--- src/rtl/div_unit_if.sv ---
// ID/EX <-> divider handshake bundle: request/operands toward the divider,
// stall/status/result back toward the pipeline.
interface div_unit_if #(
  parameter int WIDTH = 32
);
  logic             start;
  logic [1:0]       div_mode;
  logic [WIDTH-1:0] dividend;
  logic [WIDTH-1:0] divisor;
  logic             flush;
  logic             stall;
  logic             busy;
  logic             done;
  logic [WIDTH-1:0] result;

  // Pipeline side: issues divide requests and consumes stall/result.
  modport master (
    output start, div_mode, dividend, divisor, flush,
    input  stall, busy, done, result
  );

  // Divider side: responds to requests.
  modport slave (
    input  start, div_mode, dividend, divisor, flush,
    output stall, busy, done, result
  );
endinterface

--- src/rtl/div_unit.sv ---
// Iterative radix-2 restoring divider for RV32M DIV/DIVU/REM/REMU.
// Holds the ID/EX register (via stall) while a divide is in flight and
// releases it in the single DONE cycle so the instruction is not reissued.
module div_unit #(
  parameter int WIDTH = 32,
  parameter int CNT_W = 5
) (
  input  logic       clk,
  input  logic       reset,
  div_unit_if.slave  bus
);

  typedef enum logic [1:0] {
    IDLE = 2'b00,
    CALC = 2'b01,
    DONE = 2'b10
  } state_e;

  localparam logic [WIDTH-1:0] ZERO    = {WIDTH{1'b0}};
  localparam logic [WIDTH-1:0] ONES    = {WIDTH{1'b1}};
  localparam logic [WIDTH-1:0] MIN_NEG = {1'b1, {(WIDTH-1){1'b0}}};
  localparam logic [CNT_W-1:0] CNT_TOP = CNT_W'(WIDTH - 1);
  localparam logic [CNT_W-1:0] CNT_ONE = {{(CNT_W-1){1'b0}}, 1'b1};
  localparam logic [CNT_W-1:0] CNT_ZERO = {CNT_W{1'b0}};

  state_e           state_q, state_d;
  logic [1:0]       mode_q, mode_d;
  logic             dvd_neg_q, dvd_neg_d;
  logic             dvs_neg_q, dvs_neg_d;
  logic [WIDTH-1:0] dvs_q, dvs_d;
  logic [WIDTH-1:0] quo_q, quo_d;
  logic [WIDTH-1:0] rem_q, rem_d;
  logic [WIDTH-1:0] result_q, result_d;
  logic [CNT_W-1:0] cnt_q, cnt_d;
  logic             busy_q, busy_d;
  logic             done_q, done_d;

  logic             signed_in_s;
  logic             div_zero_s;
  logic             ovf_s;
  logic [WIDTH:0]   rem_sh_s;
  logic [WIDTH:0]   diff_s;
  logic [WIDTH-1:0] quo_step_s;
  logic [WIDTH-1:0] rem_step_s;
  logic [WIDTH-1:0] quo_fin_s;
  logic [WIDTH-1:0] rem_fin_s;

  // Two's-complement negation.
  function automatic logic [WIDTH-1:0] twos_neg(input logic [WIDTH-1:0] x);
    return ~x + {{(WIDTH-1){1'b0}}, 1'b1};
  endfunction

  // Magnitude of a signed operand.
  function automatic logic [WIDTH-1:0] abs_val(input logic [WIDTH-1:0] x);
    return x[WIDTH-1] ? twos_neg(x) : x;
  endfunction

  // Request classification and one restoring-division step.
  assign signed_in_s = ~bus.div_mode[0];
  assign div_zero_s  = (bus.divisor == ZERO);
  assign ovf_s       = signed_in_s & (bus.dividend == MIN_NEG) & (bus.divisor == ONES);
  assign rem_sh_s    = {rem_q, quo_q[WIDTH-1]};
  assign diff_s      = rem_sh_s - {1'b0, dvs_q};
  assign quo_step_s  = {quo_q[WIDTH-2:0], ~diff_s[WIDTH]};
  assign rem_step_s  = diff_s[WIDTH] ? rem_sh_s[WIDTH-1:0] : diff_s[WIDTH-1:0];
  assign quo_fin_s   = (~mode_q[0] & (dvd_neg_q ^ dvs_neg_q)) ? twos_neg(quo_step_s) : quo_step_s;
  assign rem_fin_s   = (~mode_q[0] & dvd_neg_q) ? twos_neg(rem_step_s) : rem_step_s;

  // Stall is combinational so the pipeline freezes in the request cycle itself.
  assign bus.stall  = bus.start & (state_q != DONE) & ~bus.flush;
  assign bus.busy   = busy_q;
  assign bus.done   = done_q;
  assign bus.result = result_q;

  // State and datapath registers with synchronous reset.
  always_ff @(posedge clk) begin
    if (reset) begin
      state_q   <= IDLE;
      mode_q    <= 2'b00;
      dvd_neg_q <= 1'b0;
      dvs_neg_q <= 1'b0;
      dvs_q     <= ZERO;
      quo_q     <= ZERO;
      rem_q     <= ZERO;
      result_q  <= ZERO;
      cnt_q     <= CNT_ZERO;
      busy_q    <= 1'b0;
      done_q    <= 1'b0;
    end else begin
      state_q   <= state_d;
      mode_q    <= mode_d;
      dvd_neg_q <= dvd_neg_d;
      dvs_neg_q <= dvs_neg_d;
      dvs_q     <= dvs_d;
      quo_q     <= quo_d;
      rem_q     <= rem_d;
      result_q  <= result_d;
      cnt_q     <= cnt_d;
      busy_q    <= busy_d;
      done_q    <= done_d;
    end
  end

  // Next-state logic; flush wins everywhere, DONE always returns to IDLE.
  always_comb begin
    state_d = state_q;
    if (bus.flush) begin
      state_d = IDLE;
    end else begin
      case (state_q)
        IDLE: begin
          if (bus.start) begin
            state_d = (div_zero_s | ovf_s) ? DONE : CALC;
          end else begin
            state_d = IDLE;
          end
        end
        CALC: begin
          if (cnt_q == CNT_ZERO) begin
            state_d = DONE;
          end else begin
            state_d = CALC;
          end
        end
        DONE:    state_d = IDLE;
        default: state_d = IDLE;
      endcase
    end
  end

  // Datapath next values and registered status outputs.
  always_comb begin
    mode_d    = mode_q;
    dvd_neg_d = dvd_neg_q;
    dvs_neg_d = dvs_neg_q;
    dvs_d     = dvs_q;
    quo_d     = quo_q;
    rem_d     = rem_q;
    result_d  = result_q;
    cnt_d     = cnt_q;
    busy_d    = (state_d == CALC);
    done_d    = (state_d == DONE);
    case (state_q)
      IDLE: begin
        if (bus.start & ~bus.flush) begin
          mode_d    = bus.div_mode;
          dvd_neg_d = signed_in_s & bus.dividend[WIDTH-1];
          dvs_neg_d = signed_in_s & bus.divisor[WIDTH-1];
          dvs_d     = signed_in_s ? abs_val(bus.divisor) : bus.divisor;
          quo_d     = signed_in_s ? abs_val(bus.dividend) : bus.dividend;
          rem_d     = ZERO;
          cnt_d     = CNT_TOP;
          if (div_zero_s) begin
            result_d = bus.div_mode[1] ? bus.dividend : ONES;
          end else if (ovf_s) begin
            result_d = bus.div_mode[1] ? ZERO : MIN_NEG;
          end else begin
            result_d = result_q;
          end
        end else begin
          cnt_d = cnt_q;
        end
      end
      CALC: begin
        if (~bus.flush) begin
          quo_d = quo_step_s;
          rem_d = rem_step_s;
          if (cnt_q == CNT_ZERO) begin
            cnt_d    = CNT_ZERO;
            result_d = mode_q[1] ? rem_fin_s : quo_fin_s;
          end else begin
            cnt_d = cnt_q - CNT_ONE;
          end
        end else begin
          cnt_d = cnt_q;
        end
      end
      DONE: begin
        cnt_d = cnt_q;
      end
      default: begin
        cnt_d = CNT_ZERO;
      end
    endcase
  end

endmodule

--- src/flat_wrapper.sv ---
// flat-port wrapper written by rule: the top's interface ports become plain ports
module div_unit_flat 
#(
  parameter int WIDTH = 32,
  parameter int CNT_W = 5
)
  (clk, reset, bus_start, bus_div_mode, bus_dividend, bus_divisor, bus_flush, bus_stall, bus_busy, bus_done, bus_result);
  div_unit_if #(.WIDTH(WIDTH)) bus_i ();
  input  logic clk;
  input  logic reset;
  input wire logic [$bits(bus_i.start)-1:0] bus_start;
  input wire logic [$bits(bus_i.div_mode)-1:0] bus_div_mode;
  input wire logic [$bits(bus_i.dividend)-1:0] bus_dividend;
  input wire logic [$bits(bus_i.divisor)-1:0] bus_divisor;
  input wire logic [$bits(bus_i.flush)-1:0] bus_flush;
  output wire logic [$bits(bus_i.stall)-1:0] bus_stall;
  output wire logic [$bits(bus_i.busy)-1:0] bus_busy;
  output wire logic [$bits(bus_i.done)-1:0] bus_done;
  output wire logic [$bits(bus_i.result)-1:0] bus_result;
  assign bus_i.start = bus_start;
  assign bus_i.div_mode = bus_div_mode;
  assign bus_i.dividend = bus_dividend;
  assign bus_i.divisor = bus_divisor;
  assign bus_i.flush = bus_flush;
  assign bus_stall = bus_i.stall;
  assign bus_busy = bus_i.busy;
  assign bus_done = bus_i.done;
  assign bus_result = bus_i.result;
  div_unit #(.WIDTH(WIDTH), .CNT_W(CNT_W)) u_core (.clk(clk), .reset(reset), .bus(bus_i));
endmodule
--- config.mk ---
export PLATFORM = sky130hd
export DESIGN_NAME = div_unit_flat
export DESIGN_NICKNAME = d
export VERILOG_FILES = /design/src/rtl/div_unit_if.sv /design/src/rtl/div_unit.sv /design/src/flat_wrapper.sv
export SDC_FILE = /design/constraint.sdc
export NUM_CORES = 1
export LEC_CHECK = 0
export ABC_AREA = 1
export CELL_PAD_IN_SITES_DETAIL_PLACEMENT = 0
export CELL_PAD_IN_SITES_GLOBAL_PLACEMENT = 1
export CORE_MARGIN = 3
export CORE_UTILIZATION = 44
export CTS_CLUSTER_DIAMETER = 150
export DETAILED_ROUTE_END_ITERATION = 16
export PLACE_DENSITY_LB_ADDON = 0.1
export RECOVER_POWER = 25
export REMOVE_ABC_BUFFERS = 1
export SYNTH_ARGS = -nofsm -noshare
export SYNTH_HDL_FRONTEND = slang
export SYNTH_SLANG_ARGS = --single-unit
--- constraint.sdc ---
create_clock -name clk -period 6.2 [get_ports clk]
set_input_delay 0.62 -clock clk [delete_from_list [all_inputs] [get_ports clk]]
set_output_delay 0.62 -clock clk [all_outputs]
set_load 0.005 [all_outputs]
## After elaboration in Yosys (flattened, before gate mapping)

Cells that the tools add are included.
W data, S select, Z words.

| storage, ports and cells | value |
|---|---|
| register bits after elaboration | 141 |
| input port bits | 70 |
| output and inout bits | 35 |

| operators by class | value |
|---|---|
| $add $sub $neg | 6 |
| equality and inequality tests | 11 |
| mux-type cells | 31 |
| bitwise logic cells | 20 |
| reduce and logical (&&, ||, !) cells | 8 |

Operator list:

| cell | count |
|---|---|
| $mux W32 | 19 |
| $pmux W32 S2 | 3 |
| $add A32 B1 Y32 const B | 4 |
| $not A32 Y32 | 4 |
| $eq A32 B32 Y1 const B | 2 |
| $sub A33 B32 Y33 | 1 |
| $logic_not A32 Y1 | 1 |
| $mux W5 | 3 |
| $pmux W5 S3 | 1 |
| $and A1 B1 Y1 | 9 |
| $mux W2 | 4 |
| $reduce_and A3 Y1 | 2 |
| $logic_not A5 Y1 | 1 |
| $not A1 Y1 | 5 |
| $reduce_and A5 Y1 | 1 |
| $sub A5 B1 Y5 const B | 1 |
| $eq A2 B1 Y1 const B | 2 |
| $eq A2 B2 Y1 const B | 2 |
| $ne A2 B1 Y1 const B | 2 |
| $ne A2 B2 Y1 const B | 2 |
| $pmux W2 S2 | 1 |
| $ne A3 B1 Y1 const B | 1 |
| $logic_not A2 Y1 | 1 |
| $reduce_and A2 Y1 | 1 |
| other kinds (3) | 3 |

## Logic depth before layout (Yosys ltp)

| logic depth | value |
|---|---|
| depth after elaboration | 9 |
| depth in mapped cells | 31 |
| mapped depth without buffers | 29 |

## Worst setup path after synthesis

OpenSTA, ideal clock, no wires.

| timing | value |
|---|---|
| path kind | reg2reg |
| from | reg u_core.quo_q[31] |
| to | reg u_core.result_q[26] (netlist: u_core.bus.result[26]) |
| library setup time | 0.070 ns |
| data arrival time | 3.970 ns |
| setup slack | 2.160 ns |
| stages on the path, launching flop included | 32 |
| period minus slack after synthesis | 4.040 ns |
| path through | dfxtp_1 inv_1 ha_1 fa_1 inv_1 nand2_1 nand2_1 nand3_1 nand2_2 nand2_2 nand2_4 nand2_4 nand2_4 nand2_2 nand2_4 buf_8 buf_6 ha_1 nand3_1 nor3_1 nand4_1 nor3_1 nand3_1 nor2_1 nand4_1 o21ai_0 o21ai_0 a21oi_1 o21ai_0 nand2_1 nand2_1 a21oi_1 |

| on the way | value |
|---|---|
| cells in the longest elaborated chain, start to end | 9 |
| elaborated cells between the ends (all ways) | 13 |
| those cells by class | add/sub (3); mux (7); bitwise (3) |

RTL lines:

| what | RTL line | RTL |
|---|---|---|
| start: declaration | div_unit.sv:31 | `logic [WIDTH-1:0] quo_q, quo_d;` |
| start signal: assignment | div_unit.sv:95 | `quo_q <= quo_d;` |
| $sub A33 B32 Y33 | div_unit.sv:63 | `assign diff_s = rem_sh_s - {1'b0, dvs_q};` |
| $mux W32 / $not A1 Y1 (equally long branches) | div_unit.sv:65, div_unit.sv:64 |  |
| $not A32 Y32 | div_unit.sv:50 | `return ~x + {{(WIDTH-1){1'b0}}, 1'b1};` |
| $add A32 B1 Y32 | div_unit.sv:50 |  |
| $mux W32 (on tied branches) | div_unit.sv:67, div_unit.sv:66 |  |
| $mux W32 (*) | div_unit.sv:170 | `result_d = mode_q[1] ? rem_fin_s : quo_fin_s;` |
| $mux W32 (*) | div_unit.sv:168 | `if (cnt_q == CNT_ZERO) begin` |
| $mux W32 (*) | div_unit.sv:165 | `if (~bus.flush) begin` |
| $pmux W32 S2 (*) | div_unit.sv:143 | `case (state_q)` |
| end signal: assignment | div_unit.sv:97 | `result_q <= result_d;` |
| end: declaration | div_unit.sv:33 | `logic [WIDTH-1:0] result_q, result_d;` |

Every way passes the cells marked *; elsewhere a longest branch is shown, timed or not. The select of a mux whose other input is x is not followed.
A chain may end at the register's enable or synchronous reset.

## Final worst setup path

| timing | value |
|---|---|
| from | in bus_start |
| to | reg u_core.dvs_q[0] |

| on the way | value |
|---|---|
| cells in the longest elaborated chain, start to end | 2 |

RTL lines:

| what | RTL line | RTL |
|---|---|---|
| start: declaration | flat_wrapper.sv:11 | `input wire logic [$bits(bus_i.start)-1:0] bus_start;` |
| $and A1 B1 Y1 | div_unit.sv:145 | `if (bus.start & ~bus.flush) begin` |
| $reduce_and A2 Y1 (no source line) | n/a |  |
| end signal: assignment | div_unit.sv:94 | `dvs_q <= dvs_d;` |
| end: declaration | div_unit.sv:30 | `logic [WIDTH-1:0] dvs_q, dvs_d;` |

Every way passes these cells.

==> impl_metrics.csv <==
group,metric,value,unit
sta,fin_hold_ws,0.461,ns
pwr,p_leak,6.84,nW
layout,stdcell_count,2594,
worst_hold_path,hold_path_class,"flop to flop",
cts,clock-sinks,141,
setup_path,cpMaxStageDelayCell,"clkbuf_1",
routing,viasPerCell,5.42,
routing,routedWlPerCell,17.2,um
placement,dp_cells,2563,
sta,rsz0062_at_grt,"no",
cts,clkSlewWorstSetupHoldPaths,0.07,ns
sta,final_max_slew_viol_count,185,
status,violations,"max-capacitance violations, max-slew violations",
grt,grt_pass1_vias,12700,
synthesis,syn_area_per_cell,5.83,sq um
layout,layout.nets,2313,
cts,cts_tree,"built",
layout,register_area,0.00282,sq mm
routing,route.detailed.drc,0,
sta,relSlewSlack,-70.5,%
die,die-area,0.0305,sq mm
routing,drtAntennaViolNets,0,
setup_path,critical_path_arrival,5.30,ns
grt,grt_max_degree,88,
synthesis,yosysSeqAreaShare,22.5,%
setup_path,rrSetupSlack,1.25,ns
setup_path,r2r_start,"u_core.quo_q[31]",
cts,post_cts_resized,0,
status,status,"finished with violations",
setup_path,worstPathMaxFanout,59,
synthesis,synth_cell_types,53,
grt,antenna_found_initial,1,
cts,postCtsHoldBufs,0,
placement,numPortBuffers,104,
grt,grt_overflow_total,0,
die,start_util,44.8,%
grt,grt_pass1_wl,70500,um
die,die_h,175,um
pwr,ir_drop,0.000191,V
grt,grtUsageTotal,28.9,%
synthesis,syn_inst,2150,
pwr,p_per_area,202,mW/mm^2
die,coreArea,0.0279,sq mm
worst_hold_path,worstHoldPathCells,2,
die,pin_count,105,
placement,pre_cts_ws,1.35,ns
layout,nFillCells,3067,
setup_path,ff2ff_path_depth,29,
sta,setup_viol,0,
synthesis,syn-cell-area,0.0125,sq mm
routing,drtIter0Drc,1261,
sta,min_period_over_period,81.1,%
cts,clockBufferDepth,2,
die,dieWidth,175,um
setup_path,crit_path_max_incr_delay,1.85,ns
job,drv_cap,4,
layout,drive_gt1_share,6.50,%
placement,gp_congestion,0.952,
sta,fmax,0.199,GHz
setup_path,critPathLaunchType,"input pin",
layout,final_util,51.3,%
cts,insertion_delay,0.43,ns
setup_path,endpoint_kind,"flop",
sta,fin_setup_tns,0,ns
setup_path,path_cells,"dlygate4sd3_1, inv_1, nor2_1, nand2_1, inv_1, clkbuf_1, o21ai_0, a21oi_1",
layout,final_cell_mix,"nand2_1, inv_1, a21oi_1, nor2_1, dfxtp_1",
placement,hpwl,34300,um
routing,first_pass_iters,6,
layout,multiInputGateArea,0.00826,sq mm
setup_path,worstSetupPathType,"input pin to flop",
setup_path,critPathRequiredTime,6.47,ns
cts,cts_made_buffers,17,
setup_path,path_common_cell,"inv_1",
layout,layout_commonest_cell,"nand2_1",
layout,insertedDiodeCount,0,
sta,finalWorstSetupSlack,1.17,ns
cts,cts.root.buffer_cell,"clkbuf_16",
layout,area_growth,14.4,%
sta,fin_crit,5.03,ns
worst_hold_path,min_to,"u_core.bus.result[24]",
cts,htree_levels,4,
routing,vias,14100,
sta,hold_viol_final,0,
die,rows,61,
routing,wl,44600,um
sta,worstMarginPinSlew,2.56,ns
synthesis,yosys_warnings,0,
setup_path,critPathTopFamily,"buffers and inverters",
cts,postCtsSetupRepairBufs,0,
sta,finalClockSkew,0.0147,ns
setup_path,cp_num_buf_inv,4,
worst_hold_path,min-delay-start,"u_core.bus.result[24]",
setup_path,r2r-end,"u_core.bus.result[26]",
synthesis,ys_seq_elements,141,
-- how the worst max path moves through the flow --
stage / from / to / cells after the start
final: bus_start / u_core.dvs_q[0] / 8
after global routing: u_core.quo_q[31] / u_core.bus.result[30] / 29
after CTS: u_core.quo_q[31] / u_core.bus.result[26] / 29
after detailed placement: u_core.quo_q[31] / u_core.bus.result[26] / 29
after global placement: u_core.quo_q[31] / u_core.bus.result[26] / 29
after floorplan: u_core.state_q[0] / u_core.bus.result[18] / 10
-- sequential cells by signal (all words and copies together) (netlist names) --
name               cells
u_core.dvd_neg_q       1
u_core.mode_q          2
u_core.bus.busy        1
u_core.rem_q          32
u_core.cnt_q           5
u_core.bus.done        1
u_core.state_q         2
u_core.quo_q          32
u_core.dvs_neg_q       1
u_core.bus.result     32
u_core.dvs_q          32
-- kinds of logic after synthesis --
family,Yosys count,share of synthesized area (%)
AO/OA/AOI/OAI,447,20.2
AND/OR/NAND/NOR,1107,38.4
adder cells (fa/ha/maj),39,3.96
XOR/XNOR,47,3.29
buffers and inverters,369,11.6
flip-flops,141,22.5
-- cell usage after synthesis (all sizes together) --
master	n	area share [%]
o211ai	28	1.7
o21bai	6	0.36
a21o	3	0.18
a211oi	2	0.12
inv	282	8.4
nor4	15	0.75
nand3	133	5.7
or4	1	0.060
o31ai	4	0.24
xor2	35	2.4
dfxtp	141	23
o21ai	162	6.6
o22ai	1	0.050
nor3	30	1.2
nor2	215	7.0
nand2	672	22
a21boi	1	0.060
and2	2	0.10
or3b	1	0.070
fa	1	0.16
o221ai	25	1.7
a21oi	202	8.4
ha	38	3.8
or2	8	0.40
a221oi	3	0.21
clkbuf	68	2.0
clkinv	2	0.070
xnor2	12	0.84
nand3b	7	0.42
buf	17	1.1
nand4	23	1.1
a31oi	7	0.35
o21a	3	0.18
-- metal layers --
| layer | vias to the layer above | part of all wire (%) | GRT usage [%] |
|---|---|---|---|
| met3 | 49 | 6.2 | 3.35 |
| met1 | 6477 | 48 | 41.9 |
| met5 | - | 0 | 0 |
| met2 | 440 | 44 | 45.9 |
| met4 | 0 | 1.9 | 6.98 |
| li1 | 7098 | - | - |
-- worst min-delay path: stages (launching register included) --
cell and delay (ns):
dfxtp_1 0.31, nand2_1 0.06, a21oi_1 0.05
-- area by class of cell --
| type | instances | share of cell area (%) |
|---|---|---|
| repair buffers | 120 | 7.96 |
| flip-flops and latches | 141 | 19.7 |
| multi-input cells | 1640 | 57.6 |
| clock buffers | 21 | 3.14 |
| clock inverters | 10 | 0.812 |
| inverters | 284 | 7.45 |
| well taps | 378 | 3.30 |
-- power breakdown --
| group | leakage [nW] | internal, mW | switching, mW | total, mW |
|---|---|---|---|---|
| sequential | 1.15 | 0.946 | 0.0412 | 0.987 |
| combinational | 5.43 | 0.288 | 0.588 | 0.876 |
| clock | 0.262 | 0.601 | 0.434 | 1.03 |
-- metrics by stage --
step	instance area, sq um	total power, mW
CTS	14400	2.90
finish	14300	2.90
global placement	13800	1.87
floorplan	12100	1.57
detailed placement	13800	1.87
global route	14300	3.05
Power figures use the tool's default switching activity.
